===== config.mk =====
export PLATFORM = sky130hd
export DESIGN_NAME = if_id_stage_flat
export DESIGN_NICKNAME = d
export VERILOG_FILES = /design/src/rtl/if_id_stage_if.sv /design/src/rtl/if_id_stage.sv /design/src/flat_wrapper.sv
export SDC_FILE = /design/constraint.sdc
export NUM_CORES = 1
export LEC_CHECK = 0
export ABC_AREA = 1
export ABC_CLOCK_PERIOD_IN_PS = 5200
export CAP_MARGIN = 5
export CORE_MARGIN = 2
export CORE_UTILIZATION = 46
export CTS_CLUSTER_SIZE = 25
export DETAILED_ROUTE_END_ITERATION = 10
export GPL_TIMING_DRIVEN = 1
export PLACE_DENSITY = 0.88
export SLEW_MARGIN = 20
export SYNTH_ARGS = -nofsm -noshare
export SYNTH_HDL_FRONTEND = slang
export SYNTH_SLANG_ARGS = --single-unit
export TNS_END_PERCENT = 20

===== constraint.sdc =====
create_clock -name clk -period 5.2 [get_ports clk]
set_input_delay 1.04 -clock clk [delete_from_list [all_inputs] [get_ports clk]]
set_output_delay 1.04 -clock clk [all_outputs]
set_load 0.1 [all_outputs]

===== src/rtl/if_id_stage_if.sv =====
`default_nettype none
// ============================================================================
// Module   : if_id_stage_if
// Brief    : Fetch-side inputs and decode-side outputs of the IF/ID register.
// Revision : 1.0
// ============================================================================
interface if_id_stage_if #(
    parameter int PC_W = 10
);
    logic [31:0]     instr_in;
    logic [PC_W-1:0] pc_in;
    logic            fetch_valid;
    logic            stop;
    logic            flush;
    logic [31:0]     instr_out;
    logic [PC_W-1:0] pc_out;
    logic            valid_out;
    logic [9:0]      rsrt_id;
    logic            pc_write;
    logic            bubble;
    logic [15:0]     stall_count;

    modport master (
        output instr_in, pc_in, fetch_valid, stop, flush,
        input  instr_out, pc_out, valid_out, rsrt_id, pc_write, bubble, stall_count
    );

    modport slave (
        input  instr_in, pc_in, fetch_valid, stop, flush,
        output instr_out, pc_out, valid_out, rsrt_id, pc_write, bubble, stall_count
    );
endinterface
`default_nettype wire


===== src/rtl/if_id_stage.sv =====
`default_nettype none
// ============================================================================
// Module   : if_id_stage
// Brief    : IF/ID pipeline register with one-cycle load-use stall and flush.
// Revision : 1.0
// ============================================================================
module if_id_stage #(
    parameter int          PC_W = 10,
    parameter logic [31:0] NOP  = 32'h0000_0000
) (
    input  wire logic    clk,
    input  wire logic    reset,
    if_id_stage_if.slave bus
);
    typedef enum logic [0:0] {
        ST_RUN  = 1'b0,
        ST_HOLD = 1'b1
    } state_t;

    localparam logic [15:0] c_CNT_MAX = 16'hFFFF;

    state_t          r_state;
    logic [31:0]     r_instr;
    logic [PC_W-1:0] r_pc;
    logic            r_valid;
    logic [15:0]     r_stall_count;
    logic            w_stall_req;

    // Stop only matters for a real instruction in RUN; a pending flush kills it.
    assign w_stall_req = bus.stop & r_valid & (r_state == ST_RUN) & ~bus.flush;

    always_ff @(posedge clk or posedge reset) begin
        if (reset) begin
            r_state       <= ST_RUN;
            r_instr       <= NOP;
            r_pc          <= '0;
            r_valid       <= 1'b0;
            r_stall_count <= '0;
        end else if (bus.flush) begin
            r_state <= ST_RUN;
            r_instr <= NOP;
            r_pc    <= '0;
            r_valid <= 1'b0;
        end else if (w_stall_req) begin
            r_state <= ST_HOLD;
            if (r_stall_count != c_CNT_MAX) begin
                r_stall_count <= r_stall_count + 16'd1;
            end
        end else begin
            r_state <= ST_RUN;
            r_instr <= bus.instr_in;
            r_pc    <= bus.pc_in;
            r_valid <= bus.fetch_valid;
        end
    end

    assign bus.instr_out   = r_instr;
    assign bus.pc_out      = r_pc;
    assign bus.valid_out   = r_valid;
    assign bus.rsrt_id     = {r_instr[25:21], r_instr[20:16]};
    assign bus.pc_write    = ~w_stall_req;
    assign bus.bubble      = w_stall_req;
    assign bus.stall_count = r_stall_count;
endmodule
`default_nettype wire


===== src/flat_wrapper.sv =====
// flat-port wrapper written by rule: the top's interface ports become plain ports
module if_id_stage_flat 
#(
    parameter int          PC_W = 10,
    parameter logic [31:0] NOP  = 32'h0000_0000
)
  (clk, reset, bus_instr_in, bus_pc_in, bus_fetch_valid, bus_stop, bus_flush, bus_instr_out, bus_pc_out, bus_valid_out, bus_rsrt_id, bus_pc_write, bus_bubble, bus_stall_count);
  if_id_stage_if #(.PC_W(PC_W)) bus_i ();
  input  wire logic clk;
  input  wire logic reset;
  input wire logic [$bits(bus_i.instr_in)-1:0] bus_instr_in;
  input wire logic [$bits(bus_i.pc_in)-1:0] bus_pc_in;
  input wire logic [$bits(bus_i.fetch_valid)-1:0] bus_fetch_valid;
  input wire logic [$bits(bus_i.stop)-1:0] bus_stop;
  input wire logic [$bits(bus_i.flush)-1:0] bus_flush;
  output wire logic [$bits(bus_i.instr_out)-1:0] bus_instr_out;
  output wire logic [$bits(bus_i.pc_out)-1:0] bus_pc_out;
  output wire logic [$bits(bus_i.valid_out)-1:0] bus_valid_out;
  output wire logic [$bits(bus_i.rsrt_id)-1:0] bus_rsrt_id;
  output wire logic [$bits(bus_i.pc_write)-1:0] bus_pc_write;
  output wire logic [$bits(bus_i.bubble)-1:0] bus_bubble;
  output wire logic [$bits(bus_i.stall_count)-1:0] bus_stall_count;
  assign bus_i.instr_in = bus_instr_in;
  assign bus_i.pc_in = bus_pc_in;
  assign bus_i.fetch_valid = bus_fetch_valid;
  assign bus_i.stop = bus_stop;
  assign bus_i.flush = bus_flush;
  assign bus_instr_out = bus_i.instr_out;
  assign bus_pc_out = bus_i.pc_out;
  assign bus_valid_out = bus_i.valid_out;
  assign bus_rsrt_id = bus_i.rsrt_id;
  assign bus_pc_write = bus_i.pc_write;
  assign bus_bubble = bus_i.bubble;
  assign bus_stall_count = bus_i.stall_count;
  if_id_stage #(.PC_W(PC_W), .NOP(NOP)) u_core (.clk(clk), .reset(reset), .bus(bus_i));
endmodule

==> flow_summary.json, run 1 <==
{
  "outcome": "finished clean",
  "antenna_found_initial": 0,
  "grt_max_degree": 61,
  "worst-r2r-cell-count": 6,
  "gp_congestion": 0.864,
  "worst_pin_slew_ns": 1.02,
  "area_delta_synth_final_pct": 44.6,
  "cts.repair.resized": 0,
  "grt_use_total_pct": 20.5,
  "post_cts_buffers": 0,
  "finalMaxSlewViolations": 0,
  "core_area_mm2": 0.00596,
  "final_layout_size_suffix_gt1_share_pct": 6.90,
  "multi_input_area_mm2": 0.00113,
  "min_path_type": "flip-flop to flip-flop",
  "arrival_ns": 2.57,
  "cp-end-kind": "output port",
  "clk_pin_slew_ns": 0.06,
  "cts_buffer_depth": 2,
  "synth_top_area_share_pct": 52.4,
  "wl_per_cell_um": 12.7,
  "detail-route-antenna-nets": 0,
  "cp.required_ns": 4.16,
  "fin_skew_ns": 0.00370,
  "ys_ff_latch": 60,
  "yosysWarnings": 0,
  "postSynthCellCount": 355,
  "clock-sinks": 60,
  "rows": 28,
  "ys_seq_area_share_pct": 52.4,
  "syn-cell-area_mm2": 0.00287,
  "drtIter0Drc": 98,
  "maxCapViolCount": 0,
  "cts-htree-levels": 3,
  "ys_top_cells_by_count": "nand2_1, dfrtp_1, o21ai_0, inv_1, buf_4",
  "period_share_pct": 69.5,
  "slew_headroom_pct": 31.8,
  "n_fill_cell": 478,
  "wl_um": 6860,
  "drtPass1Iterations": 4,
  "die_width_um": 82.9,
  "cts_hold_buf": 0,
  "vias": 2635,
  "holdWs_ns": 0.491,
  "initial_utilization_pct": 48.1,
  "syn_area_per_cell_um2": 8.07,
  "critPathKind": "primary input to output port",
  "cp-start-kind": "primary input",
  "synth_area_leaders": "dfrtp_1, nand2_1, o21ai_0",
  "tns_ns": 0,
  "routed_via_density": 4.89,
  "fin_nets": 509,
  "yosysTopAreaCell": "dfrtp_1",
  "seqCellArea_mm2": 0.00150,
  "ys_types": 23,
  "root_buffer": "clkbuf_8",
  "cts_made_buffers": 9,
  "io_pins": 118,
  "clk_latency_ns": 0.32,
  "grt_pass1_vias": 2574,
  "diodes": 0,
  "grt-ovfl-total": 0,
  "rsz0062_at_grt": "false",
  "yosysMostFrequentCell": "nand2_1",
  "die_h_um": 82.9,
  "ys.flop_type": "dfrtp_1",
  "hold_violations": 0,
  "vdd_ir_drop_max_mv": 0.213,
  "cts_tree": "yes",
  "grt_pass1_wl_um": 11600,
  "dp_hpwl_um": 4890,
  "p_leak_nw": 1.81,
  "power_density_mw_per_mm2": 361,
  "cp_max_fo": 60,
  "synth_edf_count": 0,
  "syn-num-nets": 403,
  "period_minus_slack_ns": 3.61,
  "setup_viol": 0,
  "port_buffers": 117,
  "async_flop_share_pct": 100,
  "max_freq_mhz": 277,
  "die_area_mm2": 0.00688,
  "drt_drc_violations_left": 0,
  "hold_depth": 2
}
[worst max-delay path: stages]
cell             delay (ns)
clkdlybuf4s50_1        0.47
nor3_4                 0.21
buf_4                  0.44
buf_4                  0.38
[layer usage]
layer,GRT usage (%),part of all wire (%),up-vias
li1,-,-,1319
met1,23.8,41,1219
met2,34.2,49,84
met3,8.35,8.9,13
met4,7.45,1.6,0
met5,0,0,-
[registers in the layout, summed over array words and instances (netlist names)]
| register | cells |
|---|---|
| u_core.bus.instr_out | 32 |
| u_core.bus.pc_out | 10 |
| u_core.bus.stall_count | 16 |
| u_core.bus.valid_out | 1 |
| u_core.r_state | 1 |
[worst paths after layout]
kind / from / endpoint / slack (ns)
setup reg to reg: u_core.bus.stall_count[0] / u_core.bus.stall_count[5] / 3.53
max in group asynchronous: reset / u_core.bus.instr_out[7] / 3.47
hold reg to reg: u_core.bus.instr_out[5] / u_core.bus.instr_out[5] / 0.49
setup / recovery: bus_flush / bus_bubble / 1.59
min in group asynchronous: reset / u_core.bus.stall_count[14] / 1.24
hold / removal: u_core.bus.instr_out[5] / u_core.bus.instr_out[5] / 0.49
[cell type report]
type,instances,share of cell area (%)
flip-flops and latches,60,36.2
repair buffers,120,28.7
multi-input cells,251,27.3
clock buffers,11,3.41
well taps,75,2.26
inverters,19,1.78
clock inverters,3,0.362
[power by group]
part	total, mW	internal [mW]	switching [mW]
combinational	0.593	0.144	0.449
clock	0.343	0.178	0.165
sequential	0.559	0.510	0.0495
[cell families (layout without fill, tap and decap cells)]
family	Yosys count	in the layout	synth area share (%)
flip-flops	60	60	52.4
AO/OA/AOI/OAI	51	51	9.17
buffers and inverters	44	153	8.17
AND/OR/NAND/NOR	194	194	28.3
XOR/XNOR	5	5	1.53
adder cells (fa/ha/maj)	1	1	0.437
[stage by stage]
step | power (mW) | setup slack [ns] | utilization (%) | std cells | area (um^2)
4_1_cts | 1.51 | 1.61 | 69.6 | 539 | 4140
3_3_place_gp | 1.15 | 1.62 | 67.0 | 525 | 3990
6_report | 1.50 | 1.59 | 69.6 | 539 | 4140
2_1_floorplan | 1.01 | 2.06 | - | 355 | 2870
5_1_grt | 1.55 | 1.52 | 69.6 | 539 | 4140
3_5_place_dp | 1.16 | 1.62 | 67.0 | 525 | 3990
[layout by cell type (no fill, tap or decap), types with 2 or more instances in the layout]
cell	count
nor2_2	3
clkinv_2	3
o21ai_0	49
nand2_1	156
clkdlybuf4s50_1	115
nand3_1	9
clkbuf_8	10
buf_4	5
nor2_1	14
xnor2_1	5
inv_2	2
nand4_1	5
inv_1	16
o21ai_2	2
dfrtp_1	60
nand2_2	2
Power figures use the tool's default switching activity.
==> run 2: changes to the inputs <==
--- a/config.mk
+++ b/config.mk
@@ -6,14 +6,14 @@
 export NUM_CORES = 1
 export LEC_CHECK = 0
 export ABC_AREA = 1
-export ABC_CLOCK_PERIOD_IN_PS = 5200
+export ABC_CLOCK_PERIOD_IN_PS = 3400
 export CAP_MARGIN = 5
 export CORE_MARGIN = 2
-export CORE_UTILIZATION = 46
+export CORE_UTILIZATION = 43
 export CTS_CLUSTER_SIZE = 25
 export DETAILED_ROUTE_END_ITERATION = 10
 export GPL_TIMING_DRIVEN = 1
-export PLACE_DENSITY = 0.88
+export PLACE_DENSITY = 0.83
 export SLEW_MARGIN = 20
 export SYNTH_ARGS = -nofsm -noshare
 export SYNTH_HDL_FRONTEND = slang
==> constraint.sdc (replaced) <==
create_clock -name clk -period 3.4 [get_ports clk]
set_input_delay 0.68 -clock clk [delete_from_list [all_inputs] [get_ports clk]]
set_output_delay 0.68 -clock clk [all_outputs]
set_load 0.1 [all_outputs]
==> run 2 against run 1 <==
Effect of this change: setup slack got worse by 0.77 ns; largest cell class unchanged; critical endpoint is now bus_instr_out[23]; register-to-register slack got worse by 1.8 ns; power increased by 55%; clock power increased by 68%; worst hold slack got worse by 0.0054 ns; sequential share of layout area increased by 0.29 points; combinational power increased by 50%.
==> flow_summary.json, run 2 (synthesis results as in run 1) <==
{
  "outcome": "finished clean",
  "drt_drc_violations_left": 0,
  "antenna_found_initial": 0,
  "grt-ovfl-total": 0,
  "io_pins": 118,
  "diodes": 0,
  "netSwitchingPower_mw": 1.04,
  "clock-sinks": 60,
  "crit_buf_inv": 1,
  "seqPwrFrac_pct": 36.8,
  "cts_buffer_depth": 2,
  "cp_slowest_cell": "clkdlybuf4s50_1",
  "fin_skew_ns": 0.00876,
  "clkPwrFrac_pct": 24.8,
  "port_buffers": 117,
  "drtIter0Drc": 106,
  "max_freq_mhz": 388,
  "swShare_pct": 44.8,
  "grt_pass1_wl_um": 11400,
  "wl_per_cell_um": 12.8,
  "vdd_ir_drop_max_mv": 0.491,
  "cts_hold_buf": 0,
  "path_delay_family": "buffers and inverters",
  "grt_pass1_vias": 2417,
  "period_share_pct": 75.8,
  "die_h_um": 85.6,
  "cts_tree": "yes",
  "grt_max_degree": 60,
  "grt_use_total_pct": 20.0,
  "cp.required_ns": 2.72,
  "cts.repair.resized": 0,
  "routed_via_density": 4.78,
  "die_width_um": 85.6,
  "tns_ns": 0,
  "cts_made_buffers": 9,
  "cp_max_fo": 3,
  "slew_headroom_pct": 34.4,
  "rsz0062_at_grt": "false",
  "largest_register_ff_count": 32,
  "die_area_mm2": 0.00733,
  "period_minus_slack_ns": 2.58,
  "clk_latency_ns": 0.33,
  "utilization_pct": 64.4,
  "setup_viol": 0,
  "critPathKind": "flip-flop to output port",
  "dp_hpwl_um": 5060,
  "power_density_mw_per_mm2": 564,
  "gp_congestion": 0.873,
  "wl_um": 6950,
  "dp.cells": 530,
  "rows": 29,
  "p_int_mw": 1.28,
  "cp-start-kind": "flip-flop",
  "final_common_cell": "nand2_1",
  "finalMaxSlewViolations": 0,
  "arrival_ns": 1.90,
  "p_total_mw": 2.32,
  "maxCapViolCount": 0,
  "p_leak_nw": 1.90,
  "initial_utilization_pct": 44.9,
  "drtPass1Iterations": 4,
  "final_layout_size_suffix_gt1_share_pct": 16.5,
  "holdWs_ns": 0.486,
  "root_buffer": "clkbuf_8",
  "area_delta_synth_final_pct": 43.5,
  "crit_chain": "clkdlybuf4s50_1",
  "clk_pin_slew_ns": 0.07,
  "core_area_mm2": 0.00639,
  "vias": 2606,
  "fin_nets": 512,
  "cp-end-kind": "output port",
  "instances_no_fill": 545,
  "cpPeakStageDelay_ns": 1.16,
  "pwr-share-comb_pct": 38.4,
  "worst_pin_slew_ns": 0.981,
  "post_cts_buffers": 0,
  "cts-htree-levels": 3,
  "detail-route-antenna-nets": 0,
  "hold_violations": 0,
  "min_path_type": "flip-flop to flip-flop",
  "mostFrequentLayoutCells": "nand2_1, clkdlybuf4s50_1, dfrtp_1, o21ai_0, buf_4"
}
run 2: changes by cell type in the layout (fill, tap and decap cells not counted):
cell and delta:
clkinv_2 -1, clkinvlp_4 +2, clkbuf_8 +1, buf_12 +2, clkbuf_1 -1, clkdlybuf4s50_1 -41, buf_4 +42, inv_2 -1
clkinv_1 +1
run 2: stage by stage:
stage,setup slack (ns),instance area [um^2]
4_1_cts,0.811,4110
6_report,0.821,4110
3_3_place_gp,0.900,3940
2_1_floorplan,0.633,2870
3_5_place_dp,0.881,3940
5_1_grt,0.782,4110
run 2: power groups by stage:
stage          combinational, mW  sequential, mW  clock [mW]
3_3_place_gp               0.888           0.863           0
3_5_place_dp               0.897           0.865           0
2_1_floorplan              0.211            1.33           0
4_1_cts                    0.896           0.855       0.589
5_1_grt                    0.928           0.865       0.615
6_report                   0.890           0.854       0.576
run 2: layout make-up:
type / count / area, um^2
Sequential cell: 60 / 1500
Multi-Input combinational cell: 251 / 1130
Clock inverter: 4 / 25.0
Timing Repair Buffer: 123 / 1130
Tap cell: 77 / 96.3
Clock buffer: 11 / 151
Inverter: 19 / 73.8
Fill cell: 571 / 2270
run 2: worst paths after layout:
path	slack, ns	depth (start not counted)	to	start
min	0.49	2	u_core.bus.instr_out[3]	u_core.bus.instr_out[3]
min reg2reg	0.49	2	u_core.bus.instr_out[3]	u_core.bus.instr_out[3]
max in group asynchronous	1.86	3	u_core.bus.instr_out[12]	reset
max	0.82	1	bus_instr_out[23]	u_core.bus.instr_out[23]
max reg2reg	1.70	6	u_core.bus.stall_count[6]	u_core.bus.stall_count[0]
min in group asynchronous	0.85	2	u_core.bus.instr_out[23]	reset
run 2: routing by layer:
metal,track usage (%),vias to the layer above,part of all wire (%)
li1,-,1323,-
met1,25.1,1183,42
met2,31.9,93,48
met3,7.22,7,8.9
met4,7.36,0,0.86
met5,0,-,0
run 2: worst register-to-register path, delay by kind of cell (launching register included):
kind | cells | cell delay [ns]
flops | 1 | 0.46
compound gates | 1 | 0.12
simple gates | 4 | 0.74
fa+ha+maj | 1 | 0.25
